### config.mk
export PLATFORM = sky130hd
export DESIGN_NAME = mask_match_sequencer
export DESIGN_NICKNAME = d
export VERILOG_FILES = /design/src/rtl/mask_match_pkg.sv /design/src/rtl/lsb_encoder.sv /design/src/rtl/mask_match_sequencer.sv
export SDC_FILE = /design/constraint.sdc
export NUM_CORES = 1
export LEC_CHECK = 0
export CORE_ASPECT_RATIO = 1.2
export CORE_MARGIN = 2
export CORE_UTILIZATION = 30
export DETAILED_ROUTE_END_ITERATION = 10
export PLACE_DENSITY = 0.51
export SLEW_MARGIN = 20
export SYNTH_ARGS = -nofsm -noshare
export SYNTH_HDL_FRONTEND = slang
export SYNTH_HIERARCHICAL = 1
export SYNTH_SLANG_ARGS = --single-unit
### constraint.sdc
create_clock -name CLOCK_50 -period 14.3 [get_ports CLOCK_50]
set_input_delay 1.43 -clock CLOCK_50 [delete_from_list [all_inputs] [get_ports CLOCK_50]]
set_output_delay 1.43 -clock CLOCK_50 [all_outputs]
set_load 0.03 [all_outputs]
### src/rtl/mask_match_pkg.sv
`default_nettype none
// ============================================================================
// Package     : mask_match_pkg
// Description : Shared FSM state encoding and parameter derivation helpers
//               for the mask match sequencer.
// Revision    : 1.0 - initial release
// ============================================================================
package mask_match_pkg;

  // FSM state encoding: IDLE holds no pair, EMIT has beats outstanding.
  typedef logic [0:0] state_t;
  localparam logic [0:0] ST_IDLE = 1'b0;
  localparam logic [0:0] ST_EMIT = 1'b1;

  // Width of a bit index into a mask of w bits (at least one bit).
  function automatic int idx_width(input int w);
    return (w > 1) ? $clog2(w) : 1;
  endfunction

  // Width able to hold a popcount of 0..w inclusive.
  function automatic int cnt_width(input int w);
    return $clog2(w + 1);
  endfunction

endpackage
`default_nettype wire

### src/rtl/lsb_encoder.sv
`default_nettype none
// ============================================================================
// Module      : lsb_encoder
// Description : Index of the lowest set bit of a vector, plus a flag that is
//               high when exactly one bit is set.
// Revision    : 1.0 - initial release
// ============================================================================
module lsb_encoder
  import mask_match_pkg::*;
#(
  parameter int WIDTH = 16,
  parameter int IDX_W = idx_width(WIDTH)
) (
  input  logic [WIDTH-1:0] vec,
  output logic [IDX_W-1:0] idx,
  output logic             onehot
);

  // Scan from the top down so the lowest set bit is the last one written.
  always_comb begin
    idx = '0;
    for (int i = WIDTH - 1; i >= 0; i--) begin
      if (vec[i]) idx = IDX_W'(i);
    end
  end

  // Clearing the lowest set bit leaves zero only if there was exactly one.
  assign onehot = (vec != '0) && ((vec & (vec - WIDTH'(1))) == '0);

endmodule
`default_nettype wire

### src/rtl/mask_match_sequencer.sv
`default_nettype none
// ============================================================================
// Module      : mask_match_sequencer
// Description : Accepts a weight/activation bitmask pair and emits one beat
//               per bit position set in both masks, lowest first, with the
//               popcount of each mask below that position. A pair with no
//               common bits yields a single "none" beat.
// Revision    : 1.0 - initial release
// ============================================================================
module mask_match_sequencer
  import mask_match_pkg::*;
#(
  parameter int MASK_WIDTH = 16,
  parameter int IDX_W      = idx_width(MASK_WIDTH),
  parameter int CNT_W      = cnt_width(MASK_WIDTH)
) (
  input  logic                  CLOCK_50,
  input  logic                  reset,
  input  logic                  in_valid,
  output logic                  in_ready,
  input  logic [MASK_WIDTH-1:0] bitmaskW,
  input  logic [MASK_WIDTH-1:0] bitmaskA,
  output logic                  out_valid,
  input  logic                  out_ready,
  output logic [IDX_W-1:0]      out_idx,
  output logic [CNT_W-1:0]      out_offsetW,
  output logic [CNT_W-1:0]      out_offsetA,
  output logic                  out_none,
  output logic                  out_last,
  output logic [CNT_W-1:0]      out_countW,
  output logic [CNT_W-1:0]      out_countA
);

  state_t                  state;
  logic [MASK_WIDTH-1:0]   mask_w;
  logic [MASK_WIDTH-1:0]   mask_a;
  logic [MASK_WIDTH-1:0]   remaining;
  logic                    none_flag;

  logic [IDX_W-1:0]        lsb_idx;
  logic                    lsb_onehot;
  logic [MASK_WIDTH-1:0]   below_mask;
  logic                    accept;
  logic                    fire;

  function automatic logic [CNT_W-1:0] popcnt(input logic [MASK_WIDTH-1:0] v);
    logic [CNT_W-1:0] c;
    c = '0;
    for (int i = 0; i < MASK_WIDTH; i++) c = c + CNT_W'(v[i]);
    return c;
  endfunction

  lsb_encoder #(
    .WIDTH (MASK_WIDTH),
    .IDX_W (IDX_W)
  ) u_lsb (
    .vec    (remaining),
    .idx    (lsb_idx),
    .onehot (lsb_onehot)
  );

  // Beat outputs are pure functions of the held registers, so they stay
  // stable under backpressure and hold after the last beat is taken.
  assign out_valid   = (state == ST_EMIT);
  assign out_idx     = lsb_idx;
  assign out_none    = none_flag;
  assign out_last    = lsb_onehot | none_flag;
  assign out_countW  = popcnt(mask_w);
  assign out_countA  = popcnt(mask_a);
  assign out_offsetW = popcnt(mask_w & below_mask);
  assign out_offsetA = popcnt(mask_a & below_mask);

  assign fire     = out_valid & out_ready;
  // Accepting on the last beat lets back-to-back pairs run without a bubble;
  // reset gates ready so nothing is taken while it is asserted.
  assign in_ready = ~reset & ((state == ST_IDLE) | (fire & out_last));
  assign accept   = in_valid & in_ready;

  // Thermometer mask of bit positions strictly below the current index.
  always_comb begin
    below_mask = '0;
    for (int i = 0; i < MASK_WIDTH; i++) begin
      below_mask[i] = (i < int'(out_idx));
    end
  end

  // Pair load, per-beat lowest-bit retirement and IDLE/EMIT sequencing.
  always_ff @(posedge CLOCK_50 or posedge reset) begin
    if (reset) begin
      state     <= ST_IDLE;
      mask_w    <= '0;
      mask_a    <= '0;
      remaining <= '0;
      none_flag <= 1'b0;
    end else if (accept) begin
      state     <= ST_EMIT;
      mask_w    <= bitmaskW;
      mask_a    <= bitmaskA;
      remaining <= bitmaskW & bitmaskA;
      none_flag <= ((bitmaskW & bitmaskA) == '0);
    end else if (fire) begin
      if (out_last) begin
        // Leave remaining untouched so output data holds its final value.
        state <= ST_IDLE;
      end else begin
        remaining <= remaining & (remaining - MASK_WIDTH'(1));
      end
    end
  end

endmodule
`default_nettype wire

# After elaboration in Yosys (flattened, before gate mapping)
# Cells that the tools add are included.
# Widths: inputs -> output; s select.
[word_totals] ff_bits=50 inputBits=36 word_cells=124 out_inout_bits=28
[op_classes] order_cmp=15 mux=22 add_sub_neg=61 n_bitwise=12 eq_ne=1 reduce_logical=8
[ops] op="$add 5x1->5" n=44
[ops] op="$mux 4" n=16
[ops] op="$mux 16" n=3
[ops] op="$and 16x15->16" n=2
[ops] op="$and 16x16->16" n=2
[ops] op="$logic_not 16->1" n=2
[ops] op="$lt 4x4->1 const A" n=7
[ops] op="$add 4x1->5" n=4
[ops] op="$add 3x1->4" n=4
[ops] op="$lt 3x4->1 const A" n=4
[ops] op="$reduce_bool 16->1" n=1
[ops] op="$sub 16x1->16 const B" n=1
[ops] op="$add 2x1->3" n=4
[ops] op="$add 1x1->2" n=4
[ops] op="$lt 1x4->1 const A" n=2
[ops] op="$lt 2x4->1 const A" n=2
[ops] op="$and 1x1->1" n=4
[ops] op="$reduce_and 2->1" n=2
[ops] op="$reduce_bool 2->1" n=2
[ops] op="$mux 1" n=3
[ops] op="$ne 2x1->1 const B" n=1
[ops] op="$not 1->1" n=2
[ops] op="$or 1x1->1" n=2
[ops] op="$logic_and 1x1->1" n=1

# Depth between registers and ports, before layout
[logic_depth] word_depth=33 ltp_mapped=19 ltp_nobuf=18

# Hierarchy
# Netlist, hierarchy kept.
[by_module_without_submodules] mod="mask_match_sequencer" cells_each=361 seq_area_each_um2=1251.2 area_per_inst_um2=3728.6 instances=1
[by_module_without_submodules] mod="lsb_encoder" cells_each=56 seq_area_each_um2=0.0 area_per_inst_um2=330.3 instances=1

# Least setup slack after synthesis
# OpenSTA, ideal clock, no wires.
[synth_path] path_type="register -> output" start="reg remaining[10]" end="out out_offsetW[2]" stages_incl_launch_ff=16 required_ns=12.870 t_arrival_ns=5.640 path_buffers=1 slack_ns=7.230 path_cell_list="dfrtp_1 > or3_4 > nand3b_1 > a21oi_1 > clkbuf_1 > and2_1 > o21ai_0 > fa_1 > fa_1 > fa_1 > inv_1 > fa_1 > inv_1 > fa_1 > fa_1 > xnor2_1"
[synth_via] elab_chain_len=28 elab_cells_between_ends=42 classes_between="add/sub: 15; order compare: 15; mux: 11; bitwise: 1"
[synth_rtl] item="from (decl)" line_no="mask_match_sequencer.sv:37" text="logic [MASK_WIDTH-1:0] remaining;"
[synth_rtl] item="from (signal assigned)" line_no="mask_match_sequencer.sv:99" text="remaining <= bitmaskW & bitmaskA;"
[synth_rtl] item="from (signal assigned)" line_no="mask_match_sequencer.sv:106" text="remaining <= remaining & (remaining - MASK_WIDTH'(1));"
[synth_rtl] item="$mux 4 * (11 in a row)" line_no="lsb_encoder.sv:23" text="if (vec[i]) idx = IDX_W'(i);"
[synth_rtl] item="via out_idx[2]" line_no="mask_match_sequencer.sv:25" text="output logic [IDX_W-1:0] out_idx,"
[synth_rtl] item="$lt 1x4->1" line_no="mask_match_sequencer.sv:83" text="below_mask[i] = (i < int'(out_idx));"
[synth_rtl] item="$and 16x15->16 *" line_no="mask_match_sequencer.sv:70" text="assign out_offsetW = popcnt(mask_w & below_mask);"
[synth_rtl] item="$add 1x1->2" line_no="mask_match_sequencer.sv:49" text="for (int i = 0; i < MASK_WIDTH; i++) c = c + CNT_W'(v[i]);"
[synth_rtl] item="$add 2x1->3" line_no="mask_match_sequencer.sv:49"
[synth_rtl] item="$add 3x1->4" line_no="mask_match_sequencer.sv:49"
[synth_rtl] item="$add 4x1->5" line_no="mask_match_sequencer.sv:49"
[synth_rtl] item="$add 5x1->5 (9 in a row)" line_no="mask_match_sequencer.sv:49"
[synth_rtl] item="$add 5x1->5 * (2 in a row)" line_no="mask_match_sequencer.sv:49"
[synth_rtl] item="to (decl)" line_no="mask_match_sequencer.sv:26" text="output logic [CNT_W-1:0] out_offsetW,"
# The timed path passes the listed nets; every way through them passes the cells marked *.

# Worst setup path in the final report
[layout_path] start="reg remaining[9]" end="out out_offsetW[2]"
[layout_via] elab_chain_len=27 elab_cells_between_ends=41 classes_between="add/sub: 15; order compare: 15; mux: 10; bitwise: 1"
[layout_rtl] item="$mux 4 * (10 in a row)" line_no="lsb_encoder.sv:23"
[layout_rtl] item="$lt 1x4->1" line_no="mask_match_sequencer.sv:83"
[layout_rtl] item="$and 16x15->16 *" line_no="mask_match_sequencer.sv:70"
[layout_rtl] item="$add 1x1->2" line_no="mask_match_sequencer.sv:49"
[layout_rtl] item="$add 2x1->3" line_no="mask_match_sequencer.sv:49"
[layout_rtl] item="$add 3x1->4" line_no="mask_match_sequencer.sv:49"
[layout_rtl] item="$add 4x1->5" line_no="mask_match_sequencer.sv:49"
[layout_rtl] item="$add 5x1->5 (9 in a row)" line_no="mask_match_sequencer.sv:49"
[layout_rtl] item="$add 5x1->5 * (2 in a row)" line_no="mask_match_sequencer.sv:49"
# Mark *: on every way between the ends. The rest lies on a longest branch, timed or not.

==> impl_metrics.json <==
{
  "status": "finished clean",
  "cts_buffer_depth": 2,
  "worst_path_max_delay_cell": "clkdlybuf4s50_1",
  "grt_pass1_vias": 3330,
  "cp.depth": 16,
  "start_util_pct": 30.7,
  "syn_inst": 417,
  "max_slew_margin_pct": 47.1,
  "cts_sinks": 50,
  "gp_congestion": 0.913,
  "ys_ff_latch": 50,
  "finalHoldViolCount": 0,
  "crit_chain": "or3_4, nand3b_1, a21oi_1, nor2_1, a21oi_1, fa_1, inv_1, fa_1, fa_1, inv_1, fa_1, inv_1, fa_1, fa_1, xnor2_1, clkdlybuf4s50_1",
  "fmax_mhz": 129,
  "drtAntennaViolNets": 0,
  "avgSynthCellArea_sq_um": 9.73,
  "reg2reg_to": "mask_w[10]$_DFFE_PP0P_",
  "max_stage_delay_ns": 0.69,
  "post-cts-setup-buffer-count": 0,
  "cp.required_ns": 12.87,
  "synth-edff-count": 0,
  "clock_latency_ns": 0.29,
  "critPathMaxFanout": 11,
  "grt_pass1_wl_um": 17200,
  "reg2reg_slack_ns": 11.14,
  "timing.rr.start": "remaining[6]$_DFFE_PP0P_",
  "async_flop_share_pct": 100,
  "startpoint": "remaining[9]$_DFFE_PP0P_",
  "setup_viol": 0,
  "synth_warnings": 6,
  "cts_buffers": 5,
  "start_kind": "flop",
  "die_w_um": 110,
  "layout_common_cells": "inv_1, clkdlybuf4s50_1, dfrtp_1, fa_1",
  "syn_to_final_growth_pct": 21.8,
  "path_class": "flop to primary output",
  "gr-total-overflow": 0,
  "drv_cap": 0,
  "cp-endpoint": "out_offsetW[2]",
  "wl_per_cell_um": 16.2,
  "drcViolationCount": 0,
  "die_h_um": 131,
  "layout-drive-gt1-share_pct": 11.4,
  "cts_resized": 0,
  "drtIter0Drc": 174,
  "final_util_pct": 37.4,
  "rsz0062_at_grt": "no",
  "top_level_ports": 64,
  "antenna_cells": 0,
  "htreeDepth": 2,
  "die_area_sq_um": 14500,
  "grt_use_total_pct": 15.5,
  "synthFlopType": "dfrtp_1",
  "power_density_nw_per_um2": 56.6,
  "clk_pin_slew_worst_paths_ns": 0.07,
  "r2r.worst_path.cells": 9,
  "first_pass_iters": 4,
  "peakVddDrop_v": 0.0000400,
  "final_common_cell": "inv_1",
  "fin_tns_setup_ns": 0,
  "wirelength_um": 10400,
  "cts_tree": "yes",
  "fin_crit_sh_pct": 54.1,
  "core_area_sq_um": 13200,
  "critPathMostFrequentCell": "fa_1",
  "syn_area_sq_um": 4060,
  "port_buffers": 61,
  "fin_crit_ns": 7.74,
  "cts_root_buffer": "clkbuf_16",
  "maxSlewViolCount": 0,
  "hold_path_class": "flop to flop",
  "ys_types": 53,
  "p_leak_nw": 2.28,
  "yosysSeqAreaShare_pct": 30.8,
  "cts_hold_repair.buffers": 0,
  "num_rows": 46,
  "antenna_found_initial": 0,
  "cp_top_family": "adder cells",
  "worst_pin_slew_ns": 0.794,
  "arrival_ns": 6.31,
  "skew_ns": 0.00424,
  "fin_nets": 564,
  "endpoint_kind": "primary output",
  "dp_hpwl_um": 8520,
  "vias_per_cell": 4.76,
  "grt_max_degree": 68,
  "vias": 3059,
  "worst-path-buf-inv": 4
}
## cell usage after synthesis (2+ instances only)
cell type / count / area (sq um)
inv_1: 74 / 278
nor2b_1: 5 / 31.3
or4_4: 2 / 22.5
nor4_1: 4 / 25.0
clkbuf_1: 5 / 18.8
fa_1: 40 / 801
o21a_1: 3 / 22.5
or3_2: 2 / 15.0
a21o_1: 5 / 37.5
buf_2: 3 / 15.0
xnor2_1: 5 / 43.8
nand4_1: 5 / 31.3
and2_1: 3 / 18.8
dfrtp_1: 50 / 1250
or4_1: 2 / 15.0
xor2_1: 2 / 17.5
buf_4: 3 / 22.5
ha_1: 14 / 175
o22ai_1: 3 / 18.8
nand2b_1: 3 / 18.8
o21ai_0: 22 / 110
nand3_1: 17 / 85.1
nor3_1: 6 / 30.0
o21bai_1: 2 / 15.0
nand2_1: 32 / 120
and3_1: 2 / 12.5
o211ai_1: 11 / 82.6
clkbuf_8: 2 / 27.5
nor2_1: 24 / 90.1
a21oi_1: 12 / 60.1
mux2_2: 32 / 360
## worst min path at each step
stage,startpoint,end,cells after the start
global route,mask_a[6]$_DFFE_PP0P_,mask_a[6]$_DFFE_PP0P_,1
global placement,mask_w[6]$_DFFE_PP0P_,mask_w[6]$_DFFE_PP0P_,1
CTS,mask_w[6]$_DFFE_PP0P_,mask_w[6]$_DFFE_PP0P_,1
finish,mask_w[6]$_DFFE_PP0P_,mask_w[6]$_DFFE_PP0P_,1
detailed placement,mask_w[6]$_DFFE_PP0P_,mask_w[6]$_DFFE_PP0P_,1
floorplan,mask_w[1]$_DFFE_PP0P_,mask_w[1]$_DFFE_PP0P_,1
## cell families (layout without fill, tap and decap cells)
kind of cell	count (synthesis)	count (layout)	share of synthesized area [%]
other	1	2	0.0924
flip-flops	50	50	30.8
AO/OA/AOI/OAI	67	67	10.5
AND/OR/NAND/NOR	117	117	14.8
buffers and inverters	88	144	9.16
multiplexers	32	32	8.88
XOR/XNOR	7	7	1.51
adder cells (fa/ha/maj)	55	55	24.3
## area by class of cell
type	instances	area (sq um)
Fill cell	1396	8290
Multi-Input combinational cell	280	2440
Sequential cell	50	1250
Timing Repair Buffer	63	626
Inverter	74	278
Tap cell	168	210
Clock buffer	5	125
Clock inverter	2	15.0
## routing by layer
layer | routed length (um) | up-vias | global-route usage, %
li1 | - | 1485 | -
met1 | 4390 | 1515 | 20.1
met3 | 344 | 9 | 2.08
met2 | 5520 | 50 | 27.0
met5 | 0 | - | 0
met4 | 143 | 0 | 3.82
## worst reg2reg max path: cells and delay by family, from the launching register on
family / cells / cell delay [ns]
AO/OA/AOI/OAI: 3 / 0.48
buffers and inverters: 1 / 0.61
AND/OR/NAND/NOR: 4 / 1.03
flip-flops: 1 / 0.48
multiplexers: 1 / 0.45
## sequential cells by signal, indices dropped and copies added (netlist names)
signal / cells
mask_a: 16
mask_w: 16
out_none: 1
out_valid: 1
remaining: 16
## stage by stage
| stage | area, sq um | setup WS, ns | total power [mW] | hold slack [ns] | std cells |
|---|---|---|---|---|---|
| 5_1_grt | 4940 | 6.14 | 0.290 | 0.522 | 642 |
| 3_5_place_dp | 4800 | 6.91 | 0.165 | 0.494 | 635 |
| 6_report | 4940 | 6.56 | 0.280 | 0.503 | 642 |
| 3_3_place_gp | 4800 | 7.03 | 0.165 | 0.491 | 635 |
| 4_1_cts | 4940 | 6.57 | 0.284 | 0.510 | 642 |
| 2_1_floorplan | 4060 | 7.23 | 0.150 | 0.479 | 418 |
## power breakdown
group / switching (mW) / internal, mW
sequential: 0 / 0.141
combinational: 0.0101 / 0.00990
clock: 0.0546 / 0.0640
total: 0.0647 / 0.215
No activity file was read; power rests on OpenSTA's default activity.
